===== config.mk =====
export PLATFORM = sky130hd
export DESIGN_NAME = imm_field_encoder
export DESIGN_NICKNAME = d
export VERILOG_FILES = /design/src/rtl/imm_field_encoder_pkg.sv /design/src/rtl/imm_fit_check.sv /design/src/rtl/imm_field_encoder.sv
export SDC_FILE = /design/constraint.sdc
export NUM_CORES = 1
export LEC_CHECK = 0
export CAP_MARGIN = 40
export CORE_AREA = 4 4 88 90
export DETAILED_ROUTE_END_ITERATION = 16
export DIE_AREA = 0 0 92 94
export HOLD_SLACK_MARGIN = 0.06
export SETUP_SLACK_MARGIN = 0.15
export SYNTH_ARGS = -nofsm -noshare
export SYNTH_HDL_FRONTEND = slang
export SYNTH_HIERARCHICAL = 1
export SYNTH_SLANG_ARGS = --single-unit

===== constraint.sdc =====
create_clock -name CLK -period 1.66 [get_ports CLK]
set_input_delay 0.166 -clock CLK [delete_from_list [all_inputs] [get_ports CLK]]
set_output_delay 0.166 -clock CLK [all_outputs]
set_load 0.03 [all_outputs]

===== src/rtl/imm_field_encoder_pkg.sv =====
// Shared widths, format encoding and range limits for the immediate/branch field encoder.
// The in_range helper is the single definition of what fits each format.
package imm_field_encoder_pkg;

    localparam int DATA_W  = 16;
    localparam int IMM_W   = 11;
    localparam int BR_W    = 13;
    localparam int FIELD_W = 13;

    typedef enum logic {
        FMT_IMM = 1'b0,
        FMT_BR  = 1'b1
    } fmt_e;

    localparam logic signed [DATA_W-1:0] IMM_MIN = -16'sd1024;
    localparam logic signed [DATA_W-1:0] IMM_MAX =  16'sd1023;
    localparam logic signed [DATA_W-1:0] BR_MIN  = -16'sd4096;
    localparam logic signed [DATA_W-1:0] BR_MAX  =  16'sd4095;

    function automatic logic in_range(input logic signed [DATA_W-1:0] v, input fmt_e fmt);
        if (fmt == FMT_BR)
            return (v >= BR_MIN) && (v <= BR_MAX);
        else
            return (v >= IMM_MIN) && (v <= IMM_MAX);
    endfunction

endpackage


===== src/rtl/imm_fit_check.sv =====
// Combinational narrowing of a 16-bit signed value into an 11-bit immediate or 13-bit branch field.
// Out-of-range values still produce the truncated field; fits reports representability.
module imm_fit_check
    import imm_field_encoder_pkg::*;
(
    input  logic [DATA_W-1:0]  value,
    input  logic               is_branch,
    output logic [FIELD_W-1:0] field,
    output logic               fits
);

    logic signed [DATA_W-1:0] value_s;
    fmt_e                     fmt;

    assign value_s = $signed(value);
    assign fmt     = fmt_e'(is_branch);

    always_comb begin
        field = '0;
        if (fmt == FMT_BR)
            field[BR_W-1:0] = value[BR_W-1:0];
        else
            field[IMM_W-1:0] = value[IMM_W-1:0];
        fits = in_range(value_s, fmt);
    end

endmodule


===== src/rtl/imm_field_encoder.sv =====
// Valid/ready wrapper around imm_fit_check: one output register plus one skid entry,
// strict FIFO order, and a saturating out-of-range counter with a sticky error flag.
module imm_field_encoder
    import imm_field_encoder_pkg::*;
#(
    parameter int ERRCNT_W = 8
) (
    input  logic                CLK,
    input  logic                RST_N,
    input  logic                in_valid,
    output logic                in_ready,
    input  logic [DATA_W-1:0]   in_value,
    input  logic                in_is_branch,
    output logic                out_valid,
    input  logic                out_ready,
    output logic [FIELD_W-1:0]  out_field,
    output logic                out_is_branch,
    output logic                out_fits,
    input  logic                err_clr,
    output logic [ERRCNT_W-1:0] err_count,
    output logic                err_sticky
);

    logic [FIELD_W-1:0] field_p0;
    logic               fits_p0;
    logic               acc_p0;

    logic               vld_p1;
    logic [FIELD_W-1:0] field_p1;
    logic               fits_p1;
    logic               br_p1;

    logic               skid_vld;
    logic [FIELD_W-1:0] skid_field;
    logic               skid_fits;
    logic               skid_br;

    logic [ERRCNT_W-1:0] err_cnt_q;
    logic                err_sticky_q;

    imm_fit_check u_fit (
        .value     (in_value),
        .is_branch (in_is_branch),
        .field     (field_p0),
        .fits      (fits_p0)
    );

    // in_ready comes straight from the skid flop, so it never depends on out_ready.
    assign in_ready = ~skid_vld;
    assign acc_p0   = in_valid & ~skid_vld;

    // ---- stage p0 -> p1: output register and skid entry
    always_ff @(posedge CLK or negedge RST_N) begin
        if (!RST_N) begin
            vld_p1     <= 1'b0;
            field_p1   <= '0;
            fits_p1    <= 1'b0;
            br_p1      <= 1'b0;
            skid_vld   <= 1'b0;
            skid_field <= '0;
            skid_fits  <= 1'b0;
            skid_br    <= 1'b0;
        end else begin
            if (!vld_p1 || out_ready) begin
                if (skid_vld) begin
                    vld_p1   <= 1'b1;
                    field_p1 <= skid_field;
                    fits_p1  <= skid_fits;
                    br_p1    <= skid_br;
                    skid_vld <= 1'b0;
                end else if (acc_p0) begin
                    vld_p1   <= 1'b1;
                    field_p1 <= field_p0;
                    fits_p1  <= fits_p0;
                    br_p1    <= in_is_branch;
                end else begin
                    vld_p1   <= 1'b0;
                end
            end else if (acc_p0) begin
                skid_vld   <= 1'b1;
                skid_field <= field_p0;
                skid_fits  <= fits_p0;
                skid_br    <= in_is_branch;
            end
        end
    end

    // A clear in the same cycle as a bad acceptance wins.
    always_ff @(posedge CLK or negedge RST_N) begin
        if (!RST_N) begin
            err_cnt_q    <= '0;
            err_sticky_q <= 1'b0;
        end else if (err_clr) begin
            err_cnt_q    <= '0;
            err_sticky_q <= 1'b0;
        end else if (acc_p0 && !fits_p0) begin
            err_sticky_q <= 1'b1;
            if (err_cnt_q != '1)
                err_cnt_q <= err_cnt_q + 1'b1;
        end
    end

    assign out_valid     = vld_p1;
    assign out_field     = field_p1;
    assign out_fits      = fits_p1;
    assign out_is_branch = br_p1;
    assign err_count     = err_cnt_q;
    assign err_sticky    = err_sticky_q;

endmodule


==> results of run 1 <==
## cells in the final DEF (no fill, tap or decap), drive strengths merged, types with 2 or more instances in the layout
master,n
mux2,48
dfrtp,41
buf,19
dlygate4sd2,18
clkdlybuf4s50,13
dlymetal6s2s,13
nor2,10
clkbuf,6
nor2b,4
a211oi,4
a21oi,4
and2,3
nand2b,3
inv,2
nand2,2
nand3,2
nor3b,2
nor3,2
clkdlybuf4s15,2
o21ai,2
## stage by stage
step | setup WS [ns] | TNS (ns) | std cells
2_1_floorplan | 0.01386 | 0 | 161
3_3_place_gp | -0.4695 | -4.385 | 308
3_5_place_dp | -0.5020 | -4.460 | 308
4_1_cts | 0.1168 | 0 | 317
5_1_grt | 0.06287 | 0 | 317
6_report | 0.1344 | 0 | 317
## cells in the mapped netlist, types with 2 or more instances
cell	count	area, µm²
sky130_fd_sc_hd__a211oi_1	4	30.03
sky130_fd_sc_hd__mux2_2	48	540.5
sky130_fd_sc_hd__nand2b_1	3	18.77
sky130_fd_sc_hd__nor2_1	10	37.54
sky130_fd_sc_hd__buf_4	12	90.09
sky130_fd_sc_hd__buf_2	3	15.01
sky130_fd_sc_hd__clkbuf_1	2	7.510
sky130_fd_sc_hd__inv_1	2	7.510
sky130_fd_sc_hd__nor3_1	2	10.01
sky130_fd_sc_hd__dfrtp_1	41	1026
sky130_fd_sc_hd__nand3_1	2	10.01
sky130_fd_sc_hd__and2_1	3	18.77
sky130_fd_sc_hd__a21oi_1	4	20.02
sky130_fd_sc_hd__nor2b_1	4	25.02
sky130_fd_sc_hd__nand2_1	2	7.510
## how the worst min path moves through the flow
stage	from	end	slack [ns]	cells after the start
2_1_floorplan	RST_N	err_count[0]	-0.13	0
3_3_place_gp	RST_N	err_count[4]	0.12	1
3_5_place_dp	RST_N	err_count[4]	0.12	1
4_1_cts	in_value[10]	skid_field[10]	0.30	2
5_1_grt	in_value[10]	skid_field[10]	0.29	2
6_report	in_value[10]	skid_field[10]	0.28	2
## report_power, final
| group | internal, W | switching [W] | total (W) |
|---|---|---|---|
| Clock | 0.000489 | 0.000365 | 0.000854 |
| Sequential | 0.00117 | 0.0000814 | 0.00126 |
| Combinational | 0.000415 | 0.000396 | 0.000811 |
| Total | 0.00208 | 0.000842 | 0.00292 |
## layer usage
metal	GRT usage, %	up-vias	share of wire (%)
li1	-	688	-
met1	13.55	697	45
met2	18.80	31	49
met3	3.045	7	4.7
met4	4.084	0	1.4
met5	0	-	0
## worst register-to-register path: stages (launching register included)
cell and delay, ns:
sky130_fd_sc_hd__dfrtp_2 0.39, sky130_fd_sc_hd__ha_4 0.14, sky130_fd_sc_hd__or4bb_1 0.43, sky130_fd_sc_hd__a21oi_2 0.15
sky130_fd_sc_hd__mux2_4 0.31
## area by class of cell
cell class / count / area, µm² / area share (%)
clock buffer: 6 / 82.58 / 2.870
timing repair buffer: 66 / 641.9 / 22.30
inverter: 2 / 7.507 / 0.2609
clock inverter: 2 / 37.54 / 1.304
multi-input combinational: 101 / 954.7 / 33.17
tap: 99 / 123.9 / 4.304
sequential: 41 / 1030 / 35.78
## cell families after synthesis
kind of cell    count (synthesis)  synth area share [%]
buf+inv                        19                 5.926
flops                          41                 50.62
mux                            49                 27.16
simple gates                   36                 10.74
fa+ha+maj                       1                0.6172
compound gates                 15                 4.938
## flip-flops by register name (all words and copies together), names as in the netlist
| register | flops |
|---|---|
| out_is_branch | 1 |
| out_valid | 1 |
| out_field | 13 |
| skid_br | 1 |
| out_fits | 1 |
| skid_fits | 1 |
| err_sticky | 1 |
| skid_field | 13 |
| err_count | 8 |
| skid_vld | 1 |
## timing repair
action / in CTS / in global routing
hold endpoints to repair: 16 / 0
pin swaps: 4 / 1
buffers inserted: 0 / 0
gates resized for setup: 31 / 20
setup endpoints to repair: 31 / 45
hold buffers: 1 / 0
==> results.md, run 1 <==
- Async set or reset register ratio after synthesis: 100.0%
- Count of warnings emitted by yosys: 6
- Post-DR wirelength/cell: ~14 µm
- Fill cell count: 702
- Final count of negative-setup-slack endpoints: 0
- Final cycle utilization of the critical path: 91.91%
- Setup crit start: err_count[1]
- Max Root-Sink Buffers: 2
- Vias in the first global route: between 1500 and 2000
- End of the critical path: err_count[2]
- Cell with the largest stage delay on the worst path: sky130_fd_sc_hd__or4bb_1
- Transition time of the tightest slew-check pin: ~0.47 ns
- Clock input transition at the sequential cells of the worst setup and hold paths: 0.08 ns
- Placed wire-length estimate: 3.230 mm
- CTS tree: built
- Vias per cell: between 4 and 5
- Antenna Cells: 0
- Final RePlAce weighted congestion: between 0.7 and 0.8
- Minimum clock period: 1.526 ns
- Power per cell area: 1015 nW/µm²
- Cell depth of the worst flop-to-flop path: 4
- Proportion of layout cells with a drive suffix above 1: 42.66%
- Critical Path RT: 1.85 ns
- Grt total ovfl: 0
- End-of-flow core utilization: between 40 and 50%
- Static leakage power: around 1.4 nW
- X dimension of the die: 92 µm
- Buffers and inverters on the worst path: 0
- Result of the run: complete, no violations
- Crit path max fanout: 4
- Critical path launch point type: flop
- NumNets Final: 240
- Largest clock skew in the final design: 0.007951 ns
- H-tree levels: 2
- Max-Cap Viols: 0
- Total placed instance area: 2681 µm²
- Peak supply drop: 0.5045 mV
- Worst-case hold slack: roughly 0.28 ns
- Placeable core region: 7059 µm²
- Critical Path Max Stage Delay: 0.43 ns
- Starting density of the core: 28.71%
- Type of the worst setup path: reg2reg
- Clock Latency Late Sink: about 0.30 ns
- Worst reg2reg path endpoint: err_count[2]
- Die Ht: roughly 94 µm
- Most used flip-flop cell after synthesis: sky130_fd_sc_hd__dfrtp_1
- Die Outline Area: 8648 µm²
- Detailed Route WL: 4.349 mm
- Number of clock sinks: 41
- Signal arrival time at the worst endpoint: approximately 1.7 ns
- Global-route wire length before repair: 7.514 mm
- Max-slew headroom: 68.64%
- Post-layout total power: 0.002920 W
- Synthesized area: 2027 µm²
- Final Hold Fails: 0
- I/O pin total: 48
- Number of port buffers: 47
- Synthesized area per cell: 12.59 µm²
- Clock buffer count from CTS: 5
- Kind of cell with the highest combined delay on the critical path: simple AND/OR/NAND/NOR gates
- Number of vias in the routed layout: 1423
- Unrepaired setup endpoints after global routing: yes
- Rows: 31
- Reg-to-reg setup timing slack: 0.13 ns
- Crit-path cells: ha_4, or4bb_1, a21oi_2, mux2_4
- WP depth: 4
- Post-Syn Nets: approximately 180
- Count of unresolved DRC violations after routing: 0
- Fmax: 0.6555 GHz
- Largest net degree at the start of global routing: 22
- Seq cells post-synth: 41
- Gate Count Post-Synth: 161
- Area growth, synth to finish: 41.98%
- Endpoint class of the critical path: flop
- Hold Crit Class: in2reg
- Total global routing track utilization: 11.11%
- Number of synthesized flops with an enable pin: 0
- Worst R2R Start: err_count[1]
- Initial DRC Count: 38
- Number of slew-limit violations in the final report: 0
- Cell area after layout: ~2900 µm²
- Sequential-to-total area share from yosys stat: about half
- Number of unique standard cell types used by synthesis: 34
- DRT antenna net count: 0
- Initial antenna violation count: 0
- CTS Root Cell: sky130_fd_sc_hd__clkbuf_8
- First drt pass iteration count: 3
Power figures use the tool's default switching activity.
==> run 2, diff against run 1 <==
--- a/config.mk
+++ b/config.mk
@@ -11,6 +11,7 @@
 export DIE_AREA = 0 0 92 94
 export HOLD_SLACK_MARGIN = 0.06
 export SETUP_SLACK_MARGIN = 0.15
+export SKIP_CTS_REPAIR_TIMING = 1
 export SYNTH_ARGS = -nofsm -noshare
 export SYNTH_HDL_FRONTEND = slang
 export SYNTH_HIERARCHICAL = 1
==> results.md, run 2 (same netlist as run 1, synthesis figures left out) <==
- Clock buffer count from CTS: 5
- Static leakage power: between 1.5 and 2 nW
- Critical Path RT: 1.85 ns
- Power per cell area: 978.2 nW/µm²
- Part of the total power dissipated in the clock network: 28.0%
- Critical path launch point type: flop
- First drt pass iteration count: 3
- CTS Root Cell: sky130_fd_sc_hd__clkbuf_8
- Register cell area after layout: 1031 µm²
- Placed wire-length estimate: 3.230 mm
- Post-layout total power: 0.003035 W
- Die Outline Area: a little under 9000 µm²
- Number of vias in the routed layout: 1449
- Part of the total power dissipated in combinational logic: 30.3%
- Fmax: 0.6402 GHz
- Cell depth of the worst flop-to-flop path: 3
- DRT antenna net count: 0
- Transition time of the tightest slew-check pin: 0.4685 ns
- Global-route wire length before repair: 7.465 mm
- Max-Cap Viols: 0
- NumNets Final: 246
- Number of port buffers: between 40 and 50
- H-tree levels: 2
- Count of placed standard cells including taps: 308
- Max Root-Sink Buffers: 2
- Net switching power of the design: 0.0008652 W
- Setup slack at placement: -0.5020 ns
- Minimum clock period: 1.562 ns
- Proportion of layout cells with a drive suffix above 1: 43.75%
- Total global routing track utilization: 11.03%
- Internal power: 0.002170 W
- Most frequent cells in the layout: sky130_fd_sc_hd__dfrtp_1 (37), sky130_fd_sc_hd__dlymetal6s2s_1 (33), sky130_fd_sc_hd__mux2_2 (31)
- Worst hold stages: 2
- I/O pin total: 48
- Fill cell count: 691
- Signal arrival time at the worst endpoint: 1.75 ns
- Max-slew headroom: 68.67%
- Count of unresolved DRC violations after routing: 0
- Hold Crit Class: in2reg
- Clock input transition at the sequential cells of the worst setup and hold paths: 0.08 ns
- Rows: 31
- Largest net degree at the start of global routing: 22
- Cell area after layout: 3103 µm²
- CTS tree: built
- Crit path max fanout: 5
- Starting density of the core: 28.71%
- Fraction of power spent switching nets: 28.51%
- Vias in the first global route: 1524
- Number of clock sinks: 41
- Initial antenna violation count: 0
- Type of the worst setup path: reg2reg
- Peak supply drop: 0.5245 mV
- Clock Latency Late Sink: around 0.30 ns
- Total placed instance area: between 2000 and 3000 µm²
- Final RePlAce weighted congestion: 0.7208
- Final Hold Fails: 0
- X dimension of the die: 92 µm
- Multi-input gate area: 1016 µm²
- Grt total ovfl: 0
- Placeable core region: 7059 µm²
- Flop pwr share: 41.7%
- Detailed Route WL: 4.721 mm
- Initial DRC Count: 28
- Endpoint class of the critical path: flop
- Final count of negative-setup-slack endpoints: 0
- Result of the run: complete, no violations
- Finished Layout Cells: 323
- Vias per cell: about 4.5
- Most common cell after layout, fill and taps aside: sky130_fd_sc_hd__dfrtp_1
- Post-DR wirelength/cell: ~15 µm
- Die Ht: around 94 µm
- Area growth, synth to finish: 53.09%
- Number of slew-limit violations in the final report: 0
- Largest clock skew in the final design: just under 0.01 ns
- Unrepaired setup endpoints after global routing: yes
- Antenna Cells: 0
- Final cycle utilization of the critical path: roughly 94%
- Final worst slack: 0.09791 ns
run 2: worst max-delay path, cell delays in order (launching register included):
cell and delay, ns:
sky130_fd_sc_hd__dfrtp_2 0.47, sky130_fd_sc_hd__or4bb_1 0.52, sky130_fd_sc_hd__a21oi_2 0.15, sky130_fd_sc_hd__mux2_4 0.31
run 2: final timing paths:
kind	end	startpoint	slack [ns]
hold / removal	skid_field[10]	in_value[10]	0.23
max in group asynchronous	skid_field[8]	RST_N	0.79
setup reg to reg	err_count[2]	skid_vld	0.1
hold reg to reg	err_sticky	err_sticky	0.50
setup / recovery	err_count[2]	skid_vld	0.1
min in group asynchronous	err_count[4]	RST_N	0.33
run 2: power by group through the flow:
stage                     logic (W)  clock network [W]  registers (W)
final                      0.000920           0.000850        0.00127
after floorplan            0.000310                  0        0.00146
after CTS                  0.000848           0.000882        0.00126
after detailed placement   0.000846                  0        0.00128
after global routing       0.000988           0.000925        0.00129
after global placement     0.000837                  0        0.00127
run 2: metal layers:
metal  vias up  routed length [µm]  GRT usage (%)
met5         -                   0              0
met4         0                  61          4.084
met3         7                 224          3.045
met2        31                2347          19.04
met1       713                2088          13.10
li1        698                   -              -
run 2: cell type report:
cell class              instances  area share, %
flip-flops and latches         41          33.23
multi-input cells             101          32.74
repair buffers                 72          25.93
well taps                      99          3.992
clock buffers                   6          2.661
clock inverters                 2          1.210
inverters                       2         0.2419
run 2: metrics by stage:
step | TNS [ns] | util [%] | hold slack (ns)
2_1_floorplan | 0 | - | -0.1296
3_3_place_gp | -4.385 | 37.98 | 0.1216
3_5_place_dp | -4.460 | 37.98 | 0.1246
4_1_cts | -1.010 | 39.68 | -0.2039
5_1_grt | 0 | 43.96 | 0.2557
6_report | 0 | 43.96 | 0.2287
